`src/rtl/mem_ctrl_pkg.sv`:
```
// mem_ctrl_pkg: shared constants, state encoding and load-result helpers
package mem_ctrl_pkg;

    localparam int          DATA_WIDTH      = 32;
    localparam logic [31:0] IO_BASE_DEFAULT = 32'h0003_0000;

    localparam logic [2:0] MEM_SIZE_BYTE = 3'd1;
    localparam logic [2:0] MEM_SIZE_HALF = 3'd2;
    localparam logic [2:0] MEM_SIZE_WORD = 3'd4;

    typedef enum logic [1:0] {
        IDLE  = 2'd0,
        READ  = 2'd1,
        WRITE = 2'd2
    } state_t;

    // Requests carry a raw byte count; anything other than 1 or 2 is handled as a full word
    function automatic logic [2:0] norm_size(input logic [5:0] size);
        if (size == 6'd1) begin
            return MEM_SIZE_BYTE;
        end else if (size == 6'd2) begin
            return MEM_SIZE_HALF;
        end
        return MEM_SIZE_WORD;
    endfunction

    // Sign- or zero-extend an assembled little-endian load; bytes above the size are ignored
    function automatic logic [DATA_WIDTH-1:0] extend_load(input logic [DATA_WIDTH-1:0] raw,
                                                         input logic [2:0]            size,
                                                         input logic                  sign_ext);
        logic [DATA_WIDTH-1:0] res;
        res = raw;
        if (size == MEM_SIZE_BYTE) begin
            res = {{24{sign_ext & raw[7]}}, raw[7:0]};
        end else if (size == MEM_SIZE_HALF) begin
            res = {{16{sign_ext & raw[15]}}, raw[15:0]};
        end
        return res;
    endfunction

endpackage

```
`src/rtl/mem_ctrl.sv`:
```
// mem_ctrl: arbitrates fetch, LSB load and ROB store requests onto a byte-wide RAM port
module mem_ctrl
    import mem_ctrl_pkg::*;
#(
    parameter logic [31:0] IO_BASE = IO_BASE_DEFAULT
) (
    input  logic                  clk,
    input  logic                  rst,
    input  logic                  rdy,
    input  logic                  in_io_buffer_full,
    input  logic [7:0]            mem_din,
    output logic [7:0]            mem_dout,
    output logic [31:0]           mem_a,
    output logic                  mem_wr,
    input  logic                  in_fetcher_ce,
    input  logic [31:0]           in_fetcher_addr,
    output logic                  out_fetcher_ce,
    output logic [DATA_WIDTH-1:0] out_fetcher_data,
    input  logic                  in_lsb_ce,
    input  logic [5:0]            in_lsb_size,
    input  logic                  in_lsb_signed,
    input  logic [31:0]           in_lsb_addr,
    output logic                  out_lsb_ce,
    output logic [DATA_WIDTH-1:0] out_lsb_data,
    input  logic                  in_rob_ce,
    input  logic [5:0]            in_rob_size,
    input  logic [31:0]           in_rob_addr,
    input  logic [DATA_WIDTH-1:0] in_rob_data,
    output logic                  out_rob_ce,
    input  logic                  in_rob_flush
);

    state_t                state, state_nxt;
    logic [2:0]            cnt, cnt_nxt;
    logic [2:0]            size_r, size_nxt;
    logic [31:0]           base_r, base_nxt;
    logic                  sign_r, sign_nxt;
    logic                  for_fetch, for_fetch_nxt;
    logic [DATA_WIDTH-1:0] wdata_r, wdata_nxt;
    logic [DATA_WIDTH-1:0] rbuf, rbuf_nxt;

    logic                  rob_valid, rob_valid_nxt;
    logic [31:0]           rob_addr, rob_a;
    logic [2:0]            rob_size, rob_s;
    logic [DATA_WIDTH-1:0] rob_data, rob_d;
    logic                  lsb_valid, lsb_valid_nxt;
    logic [31:0]           lsb_addr, lsb_a;
    logic [2:0]            lsb_size, lsb_s;
    logic                  lsb_signed, lsb_sg;
    logic                  fet_valid, fet_valid_nxt;
    logic [31:0]           fet_addr, fet_a;

    logic                  rob_v, lsb_v, fet_v, rob_blocked;
    logic [1:0]            rd_idx;

    logic [7:0]            mem_dout_nxt;
    logic [31:0]           mem_a_nxt;
    logic                  mem_wr_nxt;
    logic                  fetch_ce_nxt, lsb_ce_nxt, rob_ce_nxt;
    logic [DATA_WIDTH-1:0] fetch_data_nxt, lsb_data_nxt;

    // A same-cycle request pulse counts as a valid slot; flush kills load and fetch slots
    always_comb begin
        rob_v       = rob_valid | in_rob_ce;
        rob_a       = in_rob_ce ? in_rob_addr : rob_addr;
        rob_s       = in_rob_ce ? norm_size(in_rob_size) : rob_size;
        rob_d       = in_rob_ce ? in_rob_data : rob_data;
        lsb_v       = (lsb_valid | in_lsb_ce) & ~in_rob_flush;
        lsb_a       = in_lsb_ce ? in_lsb_addr : lsb_addr;
        lsb_s       = in_lsb_ce ? norm_size(in_lsb_size) : lsb_size;
        lsb_sg      = in_lsb_ce ? in_lsb_signed : lsb_signed;
        fet_v       = (fet_valid | in_fetcher_ce) & ~in_rob_flush;
        fet_a       = in_fetcher_ce ? in_fetcher_addr : fet_addr;
        rob_blocked = in_io_buffer_full && (rob_a >= IO_BASE);
    end

    // Next-state, arbitration and next registered outputs for the transfer sequencer
    always_comb begin
        state_nxt      = state;
        cnt_nxt        = cnt;
        size_nxt       = size_r;
        base_nxt       = base_r;
        sign_nxt       = sign_r;
        for_fetch_nxt  = for_fetch;
        wdata_nxt      = wdata_r;
        rbuf_nxt       = rbuf;
        rob_valid_nxt  = rob_v;
        lsb_valid_nxt  = lsb_v;
        fet_valid_nxt  = fet_v;
        mem_a_nxt      = mem_a;
        mem_wr_nxt     = mem_wr;
        mem_dout_nxt   = mem_dout;
        fetch_ce_nxt   = 1'b0;
        lsb_ce_nxt     = 1'b0;
        rob_ce_nxt     = 1'b0;
        fetch_data_nxt = out_fetcher_data;
        lsb_data_nxt   = out_lsb_data;
        rd_idx         = 2'(cnt - 3'd2);

        case (state)
            IDLE: begin
                mem_wr_nxt = 1'b0;
                mem_a_nxt  = '0;
                if (rob_v && !rob_blocked) begin
                    state_nxt     = WRITE;
                    rob_valid_nxt = 1'b0;
                    base_nxt      = rob_a;
                    size_nxt      = rob_s;
                    wdata_nxt     = rob_d;
                    cnt_nxt       = 3'd1;
                    mem_wr_nxt    = 1'b1;
                    mem_a_nxt     = rob_a;
                    mem_dout_nxt  = rob_d[7:0];
                end else if (lsb_v) begin
                    state_nxt     = READ;
                    lsb_valid_nxt = 1'b0;
                    base_nxt      = lsb_a;
                    size_nxt      = lsb_s;
                    sign_nxt      = lsb_sg;
                    for_fetch_nxt = 1'b0;
                    cnt_nxt       = 3'd1;
                    mem_a_nxt     = lsb_a;
                end else if (fet_v) begin
                    state_nxt     = READ;
                    fet_valid_nxt = 1'b0;
                    base_nxt      = fet_a;
                    size_nxt      = MEM_SIZE_WORD;
                    sign_nxt      = 1'b0;
                    for_fetch_nxt = 1'b1;
                    cnt_nxt       = 3'd1;
                    mem_a_nxt     = fet_a;
                end
            end
            READ: begin
                if (in_rob_flush) begin
                    state_nxt  = IDLE;
                    mem_a_nxt  = '0;
                    mem_wr_nxt = 1'b0;
                end else begin
                    if (cnt >= 3'd2) begin
                        rbuf_nxt[{rd_idx, 3'b000} +: 8] = mem_din;
                    end
                    if (cnt == size_r + 3'd1) begin
                        state_nxt = IDLE;
                        mem_a_nxt = '0;
                        if (for_fetch) begin
                            fetch_ce_nxt   = 1'b1;
                            fetch_data_nxt = rbuf_nxt;
                        end else begin
                            lsb_ce_nxt   = 1'b1;
                            lsb_data_nxt = extend_load(rbuf_nxt, size_r, sign_r);
                        end
                    end else begin
                        cnt_nxt   = cnt + 3'd1;
                        mem_a_nxt = (cnt < size_r) ? base_r + {29'd0, cnt} : '0;
                    end
                end
            end
            WRITE: begin
                if (cnt == size_r) begin
                    state_nxt  = IDLE;
                    mem_wr_nxt = 1'b0;
                    mem_a_nxt  = '0;
                    rob_ce_nxt = 1'b1;
                end else begin
                    mem_a_nxt    = base_r + {29'd0, cnt};
                    mem_dout_nxt = wdata_r[{cnt[1:0], 3'b000} +: 8];
                    cnt_nxt      = cnt + 3'd1;
                end
            end
            default: begin
                state_nxt  = IDLE;
                mem_wr_nxt = 1'b0;
                mem_a_nxt  = '0;
            end
        endcase
    end

    // State, pending slots and all outputs are registered; rdy low freezes everything
    always_ff @(posedge clk) begin
        if (rst) begin
            state            <= IDLE;
            cnt              <= '0;
            size_r           <= '0;
            base_r           <= '0;
            sign_r           <= 1'b0;
            for_fetch        <= 1'b0;
            wdata_r          <= '0;
            rbuf             <= '0;
            rob_valid        <= 1'b0;
            rob_addr         <= '0;
            rob_size         <= '0;
            rob_data         <= '0;
            lsb_valid        <= 1'b0;
            lsb_addr         <= '0;
            lsb_size         <= '0;
            lsb_signed       <= 1'b0;
            fet_valid        <= 1'b0;
            fet_addr         <= '0;
            mem_a            <= '0;
            mem_wr           <= 1'b0;
            mem_dout         <= '0;
            out_fetcher_ce   <= 1'b0;
            out_fetcher_data <= '0;
            out_lsb_ce       <= 1'b0;
            out_lsb_data     <= '0;
            out_rob_ce       <= 1'b0;
        end else if (rdy) begin
            state            <= state_nxt;
            cnt              <= cnt_nxt;
            size_r           <= size_nxt;
            base_r           <= base_nxt;
            sign_r           <= sign_nxt;
            for_fetch        <= for_fetch_nxt;
            wdata_r          <= wdata_nxt;
            rbuf             <= rbuf_nxt;
            rob_valid        <= rob_valid_nxt;
            rob_addr         <= rob_a;
            rob_size         <= rob_s;
            rob_data         <= rob_d;
            lsb_valid        <= lsb_valid_nxt;
            lsb_addr         <= lsb_a;
            lsb_size         <= lsb_s;
            lsb_signed       <= lsb_sg;
            fet_valid        <= fet_valid_nxt;
            fet_addr         <= fet_a;
            mem_a            <= mem_a_nxt;
            mem_wr           <= mem_wr_nxt;
            mem_dout         <= mem_dout_nxt;
            out_fetcher_ce   <= fetch_ce_nxt;
            out_fetcher_data <= fetch_data_nxt;
            out_lsb_ce       <= lsb_ce_nxt;
            out_lsb_data     <= lsb_data_nxt;
            out_rob_ce       <= rob_ce_nxt;
        end
    end

endmodule

```
`config.mk`:
```
export PLATFORM = sky130hd
export DESIGN_NAME = mem_ctrl
export DESIGN_NICKNAME = d
export VERILOG_FILES = /design/src/rtl/mem_ctrl_pkg.sv /design/src/rtl/mem_ctrl.sv
export SDC_FILE = /design/constraint.sdc
export NUM_CORES = 1
export LEC_CHECK = 0
export ABC_AREA = 1
export CORE_MARGIN = 5
export CORE_UTILIZATION = 59
export DETAILED_ROUTE_END_ITERATION = 7
export GPL_TIMING_DRIVEN = 1
export PLACE_DENSITY = 0.83
export SLEW_MARGIN = 20
export SYNTH_ARGS = -nofsm -noshare
export SYNTH_HDL_FRONTEND = slang
export SYNTH_SLANG_ARGS = --single-unit
```
`constraint.sdc`:
```
create_clock -name clk -period 4.15 [get_ports clk]
set_input_delay 0.415 -clock clk [delete_from_list [all_inputs] [get_ports clk]]
set_output_delay 0.415 -clock clk [all_outputs]
set_load 0.005 [all_outputs]
```
After elaboration in Yosys (flattened, before gate mapping)
Index checks and enable logic that the tools add are counted.
{ "op_classes": {"reduce_logical": 18, "magnitude_cmp": 3, "bitwise": 10, "shifts": 3, "mux": 79, "n_addsub": 5, "eq_ne": 18} }
{ "op_table": {"columns": ["cell", "n"], "rows": [
  ["$mux 32", 19],
  ["$pmux 32 s3", 1],
  ["$mux 3", 17],
  ["$add 32x3->32", 1],
  ["$bwmux 32", 1],
  ["$ge 32x18->1 const B", 1],
  ["$shift 8x7->32 const A", 1],
  ["$shiftx 32x6->8", 1],
  ["$shiftx 8x7->32", 1],
  ["$mux 1", 29],
  ["$mux 8", 2],
  ["$pmux 8 s2", 1],
  ["$eq 6x1->1 const B", 2],
  ["$eq 6x2->1 const B", 2],
  ["$mux 2", 6],
  ["$ne 2x2->1 const B", 6],
  ["$reduce_and 3->1", 4],
  ["$reduce_and 4->1", 3],
  ["$reduce_and 5->1", 2],
  ["$pmux 3 s3", 1],
  ["$neg 5->7", 1],
  ["$add 3x1->3 const B", 2],
  ["$eq 3x3->1", 2],
  ["$pmux 2 s3", 1],
  ["other kinds (19)", 29]
]} }
{ "word_totals": {"elab_cells": 162, "ff_bits": 352, "input_bits": 157} }

Depth between registers and ports, before layout
Gate-level depths: netlist of run 1.
{ "depth": {"word_depth": 10, "depth_mapped": 19, "mapped_depth_nobuf": 15} }

Worst setup path before layout of run 1
No wires, ideal clock.
{ "synth_path": {"path_kind": "flip-flop to flip-flop", "from": "register cnt[1]", "to": "register mem_a[24]", "stages_incl_launch_ff": 16, "arrival_ns": 2.578, "setup_slack_ns": 1.439, "cell_sequence": "dfxtp_1 -> clkbuf_1 -> clkinv_1 -> fa_1 -> inv_1 -> nand2_1 -> a21oi_1 -> nand2_1 -> nor2_1 -> nand2_1 -> inv_1 -> nand3_1 -> nand3_1 -> nand2_1 -> nand2_1 -> a21oi_1"} }
{ "synth_between": {"elab_chain_cells": 5} }
{ "synth_lines": {"columns": ["element", "line", "source"], "rows": [
  ["start, declared", "mem_ctrl.sv:34", "logic [2:0] cnt, cnt_nxt;"],
  ["start signal, assigned", "mem_ctrl.sv:210", "cnt <= cnt_nxt;"],
  ["$add 32x3->32 / $lt 3x3->1 (equally long branches)", "mem_ctrl.sv:155, mem_ctrl.sv:166", null],
  ["$mux 32", "mem_ctrl.sv:155", "mem_a_nxt = (cnt < size_r) ? base_r + {29'd0, cnt} : '0;"],
  ["$mux 32", "mem_ctrl.sv:143", "if (cnt == size_r + 3'd1) begin"],
  ["$mux 32", "mem_ctrl.sv:135", "if (in_rob_flush) begin"],
  ["$pmux 32 s3 *", "mem_ctrl.sv:100", "case (state)"],
  ["end signal, assigned", "mem_ctrl.sv:227", "mem_a <= mem_a_nxt;"],
  ["end, declared", "mem_ctrl.sv:13", "output logic [31:0] mem_a,"]
]} }
Mark *: on every way between the ends. The rest lies on a longest branch, timed or not.
A chain may end at the register's enable or synchronous reset.

Worst setup path after layout of run 1
{ "layout_path": {"from": "register cnt[1]", "to": "register out_lsb_data[16]"} }
{ "layout_between": {"elab_chain_cells": 10} }
{ "layout_lines": {"columns": ["element", "line", "source"], "rows": [
  ["$sub 2x2->2", "mem_ctrl.sv:98", "rd_idx = 2'(cnt - 3'd2);"],
  ["$neg 5->7", "mem_ctrl.sv:141", "rbuf_nxt[{rd_idx, 3'b000} +: 8] = mem_din;"],
  ["$shiftx 8x7->32 / $shift 8x7->32 (equally long branches)", "mem_ctrl.sv:141", null],
  ["$bwmux 32", "mem_ctrl.sv:141", null],
  ["$mux 32", "mem_ctrl.sv:140", "if (cnt >= 3'd2) begin"],
  ["$mux 32", "mem_ctrl.sv:135", null],
  ["$mux 32", "mem_ctrl.sv:100", null],
  ["$and 1x1->1", "mem_ctrl_pkg.sv:36", "res = {{16{sign_ext & raw[15]}}, raw[15:0]};"],
  ["$mux 32", "mem_ctrl_pkg.sv:35", "end else if (size == MEM_SIZE_HALF) begin"],
  ["$mux 32", "mem_ctrl_pkg.sv:33", "if (size == MEM_SIZE_BYTE) begin"],
  ["end signal, assigned", "mem_ctrl.sv:233", "out_lsb_data <= lsb_data_nxt;"],
  ["end, declared", "mem_ctrl.sv:24", "output logic [DATA_WIDTH-1:0] out_lsb_data,"]
]} }
Parallel ways exist; a longest one is shown, timed or not. The select of a mux whose other input is x is not followed.

==> metrics, run 1 <==
status complete, no violations; setup violators final 0; Area growth, synth to finish 21.3%; cell family with most CP delay simple AND/OR/NAND/NOR gates; clock slew at reported path FFs roughly 0.060 ns; RSZ-0062 raised after global routing no; Synth Area in Simple Gates roughly a quarter; fmax 302 MHz; Synth top cells by count nand2_1, inv_1, o21ai_0; Max Slew Vio Count 0; first-pass GRT wire length around 85000 um; dominant synthesized flop cell dfxtp_1; Die W approximately 180 um; async set-reset flop share out of synthesis 0%; post-route cell area between 0.02 and 0.025 mm^2; worst-path cell chain ha_1 > nor3_1 > nor2_1 > buf_4 > o21ai_0 > nand3_1 > o21ai_0 > nand2_1 > a21oi_1; Overflow after GRT 0; post-synthesis sequential area ratio 39.5%; die height 184 um; area share of the largest cell type after synthesis between 30% and 40%; post_cts resized 0; I/O pins roughly 270; Final Critical Period 3.31 ns; mux cell area share after synthesis 0%; I/O Buffers roughly 260; initial antenna violation count 0; Crit Path Class reg2reg; Remaining DRCs 0; largest family of logic cells by synthesized area simple AND/OR/NAND/NOR gates; Starting Density about three fifths; hold path start rst; Synth area leaders dfxtp_1, nand2_1, o21ai_0; Clock Skew approximately 0.016 ns; Netlist Area Pre-Place between 0.015 and 0.02 mm^2; Hold WC Path Type in2reg; synthesized instance count between 2000 and 3000; Crit path largest cell delay 0.59 ns; Hold Crit Depth 2; Synth cell types between 40 and 50; Crit path top cell by count o21ai_0; final hold vios 0; largest net degree at the start of global routing roughly 200; final net count 3085; FILL cells roughly 2400; Total Routing Usage GR 29.8%; FF-to-FF path depth 9; Sinks on Clock Net about 350; Post-DP Area a little over 0.02 mm^2; Pre-antenna DRT Iters 8; register bit total from synthesis 352; Maximum Capacitance Violations 0; Core ar. approximately 0.03 mm^2; Min Hold Slack between 0.4 and 0.5 ns; worst path bufs/invs 1; Leakage Power about 0.0095 uW; EDFF count, synth 0; DP HPWL roughly 36000 um; CP max stage cell nand3_1; PD cells slightly above 400 mW/mm^2; drt first-iter violations 1638; worst reg2reg path endpoint out_lsb_data[16]; wire per inst 15.7 um; Ant. Diodes 0; Setup crit end kind flip-flop; antenna viol nets, final 0; clock buffer depth 3; Compound-Gate Fraction of Synth Area between 20 and 25%; peak supply drop 0.316 mV; r2r startpoint cnt[1]; final WL roughly 52000 um; syn_nets 2935; H-tree depth 2; Setup crit start kind flip-flop; via count of the first global-routing pass between 15000 and 20000; crit path DAT 3.76 ns; post-detailed-route via-to-cell ratio between 5 and 6; Worst-Skew Late Latency 0.53 ns; via count between 15000 and 20000; Row Count 63; relative slew slack 22.8%; DIE AREA 0.0338 mm^2; register area approximately 0.0070 mm^2; hold buffer count at CTS 0; clk root buf clkbuf_16; Avg Cell Area, Syn between 6 and 7 um^2; flop2flop setup slack 0.84 ns; Tcrit/Tclk final 79.8%; multi-input logic area between 0.008 and 0.009 mm^2; layout cell share with drive strength beyond 1 3.99%; TritonCTS buffer count 38; crit-path max FO 18; Yosys warnings 0; area leader, netlist dfxtp_1; Adder-Cell Fraction of Synth Area ~1.4%; setup_tns 0 ns; Crit path required time approximately 4.6 ns; Post-CTS Setup Bufs 0; hold path endpoint out_fetcher_data[1]; top-count cell post-synth nand2_1; CTS tree yes; Worst Tran Pin Value about 1.2 ns; xor/xnor cell area share of the yosys netlist less than 1%; Placer Congestion about 0.93
kinds of logic after synthesis:
kind of cell | count (synthesis)
XOR/XNOR | 5
AO/OA/AOI/OAI | 757
buffers and inverters | 567
adder cells (fa/ha/maj) | 20
AND/OR/NAND/NOR | 1057
flip-flops | 352
cell type report:
type / count / share of cell area [%]
clock buffers: 62 / 5.75
inverters: 389 / 6.79
flip-flops and latches: 352 / 32.5
repair buffers: 288 / 13.1
clock inverters: 5 / 0.243
multi-input cells: 1839 / 39.3
well taps: 390 / 2.25
per-stage QoR:
| step | total power [uW] | util (%) | setup WS, ns | instances |
|---|---|---|---|---|
| final | 8740 | 72.7 | 0.837 | 3325 |
| after global routing | 9110 | 72.7 | 0.514 | 3325 |
| after CTS | 8740 | 72.7 | 0.883 | 3325 |
| after detailed placement | 5300 | 68.4 | 0.690 | 3258 |
| after global placement | 5250 | 68.4 | 0.817 | 3258 |
| after floorplan | 4780 | - | 1.44 | 2758 |
registers in the layout, indices dropped and copies added (netlist names), 2 cells and up:
name	cells
rob_data	32
rob_addr	32
lsb_addr	32
rob_size	3
cnt	3
out_fetcher_data	32
lsb_size	3
fet_addr	32
rbuf	32
base_r	32
state	2
out_lsb_data	32
wdata_r	32
mem_a	32
mem_dout	8
size_r	3
cells in the final DEF, fill, tap and decap left out, types with 15 or more instances in the layout:
master and n:
clkbuf_8 15, inv_1 380, o21ai_1 29, buf_4 23, clkbuf_16 41, a21oi_1 311, clkdlybuf4s50_1 260, nand3_1 104
nand4_1 17, nand2_1 741, a211oi_1 42, nor2_1 152, dfxtp_1 352, o21ai_0 353, nor3_1 18, ha_1 19
report_power, final:
| group | total, uW | internal, uW | switching [uW] |
|---|---|---|---|
| clock network | 3480 | 2110 | 1380 |
| registers | 3690 | 3580 | 113 |
| logic | 1570 | 542 | 1030 |
metal layers:
layer	part of all wire (%)	wire length, um	up-vias	global-route usage [%]
li1	-	-	9112	-
met1	41	21200	8444	37.5
met2	48	25000	729	50.8
met3	6.5	3380	163	3.52
met4	5.1	2660	0	14.8
met5	0	0	-	0
worst max path at each step:
stage / startpoint / endpoint / slack, ns / cells past startpoint
floorplan: cnt[1] / mem_a[24] / 1.44 / 15
global placement: in_rob_ce / size_r[1] / 0.82 / 16
detailed placement: in_rob_ce / size_r[1] / 0.69 / 16
CTS: cnt[1] / out_lsb_data[31] / 0.88 / 12
global route: cnt[1] / out_lsb_data[31] / 0.51 / 12
finish: cnt[1] / out_lsb_data[16] / 0.84 / 9
No activity file was read; power rests on OpenSTA's default activity.
==> run 2, diff against run 1 <==
Settings changed: CORE_UTILIZATION 59 to 50, PLACE_DENSITY 0.83 to 0.74.
Clock period 4.15 ns to 2.85 ns, I/O delays scaled along.
==> run 2 against run 1 <==
Effect of this change: sequential power increased by 45%; largest power group unchanged; count of clock-buffer cells in the layout fell by 7; global-route usage shrank 4.0 points; cell count rose by 2.8%; core utilization fell by 11 points; non-clock buffer count increased by 20; clock power increased by 43%; die area rose by 17%; setup slack worse by 0.58 ns; critical path depth is 6 higher; first-iteration DRC count is 20% lower; critical endpoint is now mem_a[24].
==> metrics, run 2 (synthesis results as in run 1) <==
status complete, no violations; TritonCTS buffer count 38 (unchanged); antenna viol nets, final 0 (unchanged); wire per inst 15.5 um (-1.1%); final hold vios 0 (unchanged); final WL 53100 um (+1.7%); Setup crit start kind flip-flop; Hold WC Path Type in2reg; register area 0.00705 mm^2 (unchanged); clock buffer depth 3 (unchanged); setup violators final 0 (unchanged); hold buffer count at CTS 0 (unchanged); PD cells 579 mW/mm^2 (+43%); layout cell share with drive strength beyond 1 4.73% (+0.75 points); final net count 3105 (+0.65%); setup_tns 0 ns (unchanged); most common cell after layout, fill and taps aside nand2_1; Core ar. 0.0354 mm^2 (+19%); Final Power 12700 uW (+45%); Post-DP Area 0.0206 mm^2 (+1.4%); first-pass GRT wire length 84500 um (-0.22%); Leakage Power 0.00963 uW (+1.1%); Worst Tran Pin Value 1.04 ns (-0.111 ns); commonest cells after routing, fill and taps aside nand2_1, inv_1, o21ai_0, dfxtp_1, a21oi_1; drt first-iter violations 1315 (-20%); H-tree depth 2 (unchanged); crit path DAT 2.95 ns (-0.81 ns); crit-path max FO 5 (-13); Final Critical Period 2.59 ns (-0.720 ns); Remaining DRCs 0 (unchanged); Post-CTS Setup Bufs 0 (unchanged); Area growth, synth to finish 22.7%; Pre-antenna DRT Iters 5 (-3); Sinks on Clock Net 352 (unchanged); fmax 386 MHz (+28%); DP HPWL 37300 um (+4.3%); Total Routing Usage GR 25.8% (-4.0 points); post_cts resized 0 (unchanged); Setup crit end kind flip-flop; I/O pins 265 (unchanged); CTS tree yes; via count of the first global-routing pass 16900 (-3.4%); clk root buf clkbuf_16; Clock power frac 39.1% (-0.7 points); Crit path required time 3.21 ns (-1.39 ns); Net Sw Power 3700 uW (+47%); initial antenna violation count 0 (unchanged); FILL cells 3392 (+39%); Die W 199 um (+8.2%); multi-input logic area 0.00854 mm^2 (+0.15%); largest net degree at the start of global routing 205 (+3.0%); post-detailed-route via-to-cell ratio 5.29 (-4.6%); Worst-Skew Late Latency 0.52 ns (about the same); Tcrit/Tclk final 91.0% (+11 points); peak supply drop 0.378 mV (+20%); RSZ-0062 raised after global routing no; Overflow after GRT 0 (unchanged); post-route cell area 0.0219 mm^2 (+1.1%); DIE AREA 0.0396 mm^2 (+17%); Logic pwr share 18.6% (+0.6 points); Max Slew Vio Count 0 (unchanged); internal power 8980 uW (+44%); Placer Congestion 0.908 (-2.6%); Sw Ratio 29.2% (+0.38 points); Row Count 69 (+9.5%); Maximum Capacitance Violations 0 (unchanged); I/O Buffers 264 (unchanged); Starting Density 50.4% (-9.5 points); register share of total power 42.3% (about the same); relative slew slack 30.3% (+7.5 points); via count 18100 (-2.0%); clock slew at reported path FFs 0.06 ns (about the same); Clock Skew 0.0152 ns (-0.000456 ns); Crit Path Class reg2reg; Ant. Diodes 0 (unchanged); die height 199 um (+8.2%)
[run 2: final timing paths]
path / slack (ns) / cells past startpoint / start / to
worst min-delay path: 0.27 / 2 / rst / out_fetcher_ce
worst min register to register: 0.45 / 2 / wdata_r[1] / wdata_r[1]
worst max register to register: 0.26 / 15 / cnt[0] / mem_a[24]
worst max-delay path: 0.26 / 15 / cnt[0] / mem_a[24]
[run 2: cell type report]
cell class                      instances  area share (%)
Clock buffer                           55            5.14
Clock inverter                         14           0.594
Inverter                              389            6.71
Sequential cell                       352            32.2
Tap cell                              461            2.63
Multi-Input combinational cell       1839            39.0
Timing Repair Buffer                  308            13.8
[run 2: metrics by stage]
step	hold slack, ns	std cells	setup WS [ns]	util [%]
5_1_grt	0.306	3418	0.0308	61.9
3_5_place_dp	0.438	3349	0.213	58.3
2_1_floorplan	0.421	2758	0.139	-
4_1_cts	0.265	3418	0.179	61.9
6_report	0.269	3418	0.257	61.9
3_3_place_gp	0.430	3349	0.277	58.3
[run 2: worst max-delay path, stage by stage, from the launching register on]
cell and delay (ns):
dfxtp_1 0.41, ha_1 0.18, inv_1 0.06, fa_1 0.40
inv_1 0.09, nand2_1 0.07, a21oi_1 0.23, nand2_1 0.14
nor2_1 0.23, nand2_1 0.17, inv_1 0.10, nand3_1 0.07
nand3_1 0.09, nand2_1 0.06, nand2_1 0.07, a21oi_1 0.06
[run 2: power groups by stage]
stage	Sequential, uW	Combinational, uW	Clock, uW
after global routing	5390	2640	5260
after detailed placement	5460	2340	0
after global placement	5450	2290	0
final	5360	2360	4960
after CTS	5360	2350	5040
after floorplan	5440	1520	0
[run 2: per-layer routing]
metal / global-route usage [%] / share of wire (%) / vias up
met5: 0 / 0 / -
met4: 10.2 / 4.2 / 0
met3: 3.42 / 5.9 / 122
met2: 44.0 / 47 / 569
met1: 33.2 / 43 / 8253
li1: - / - / 9142
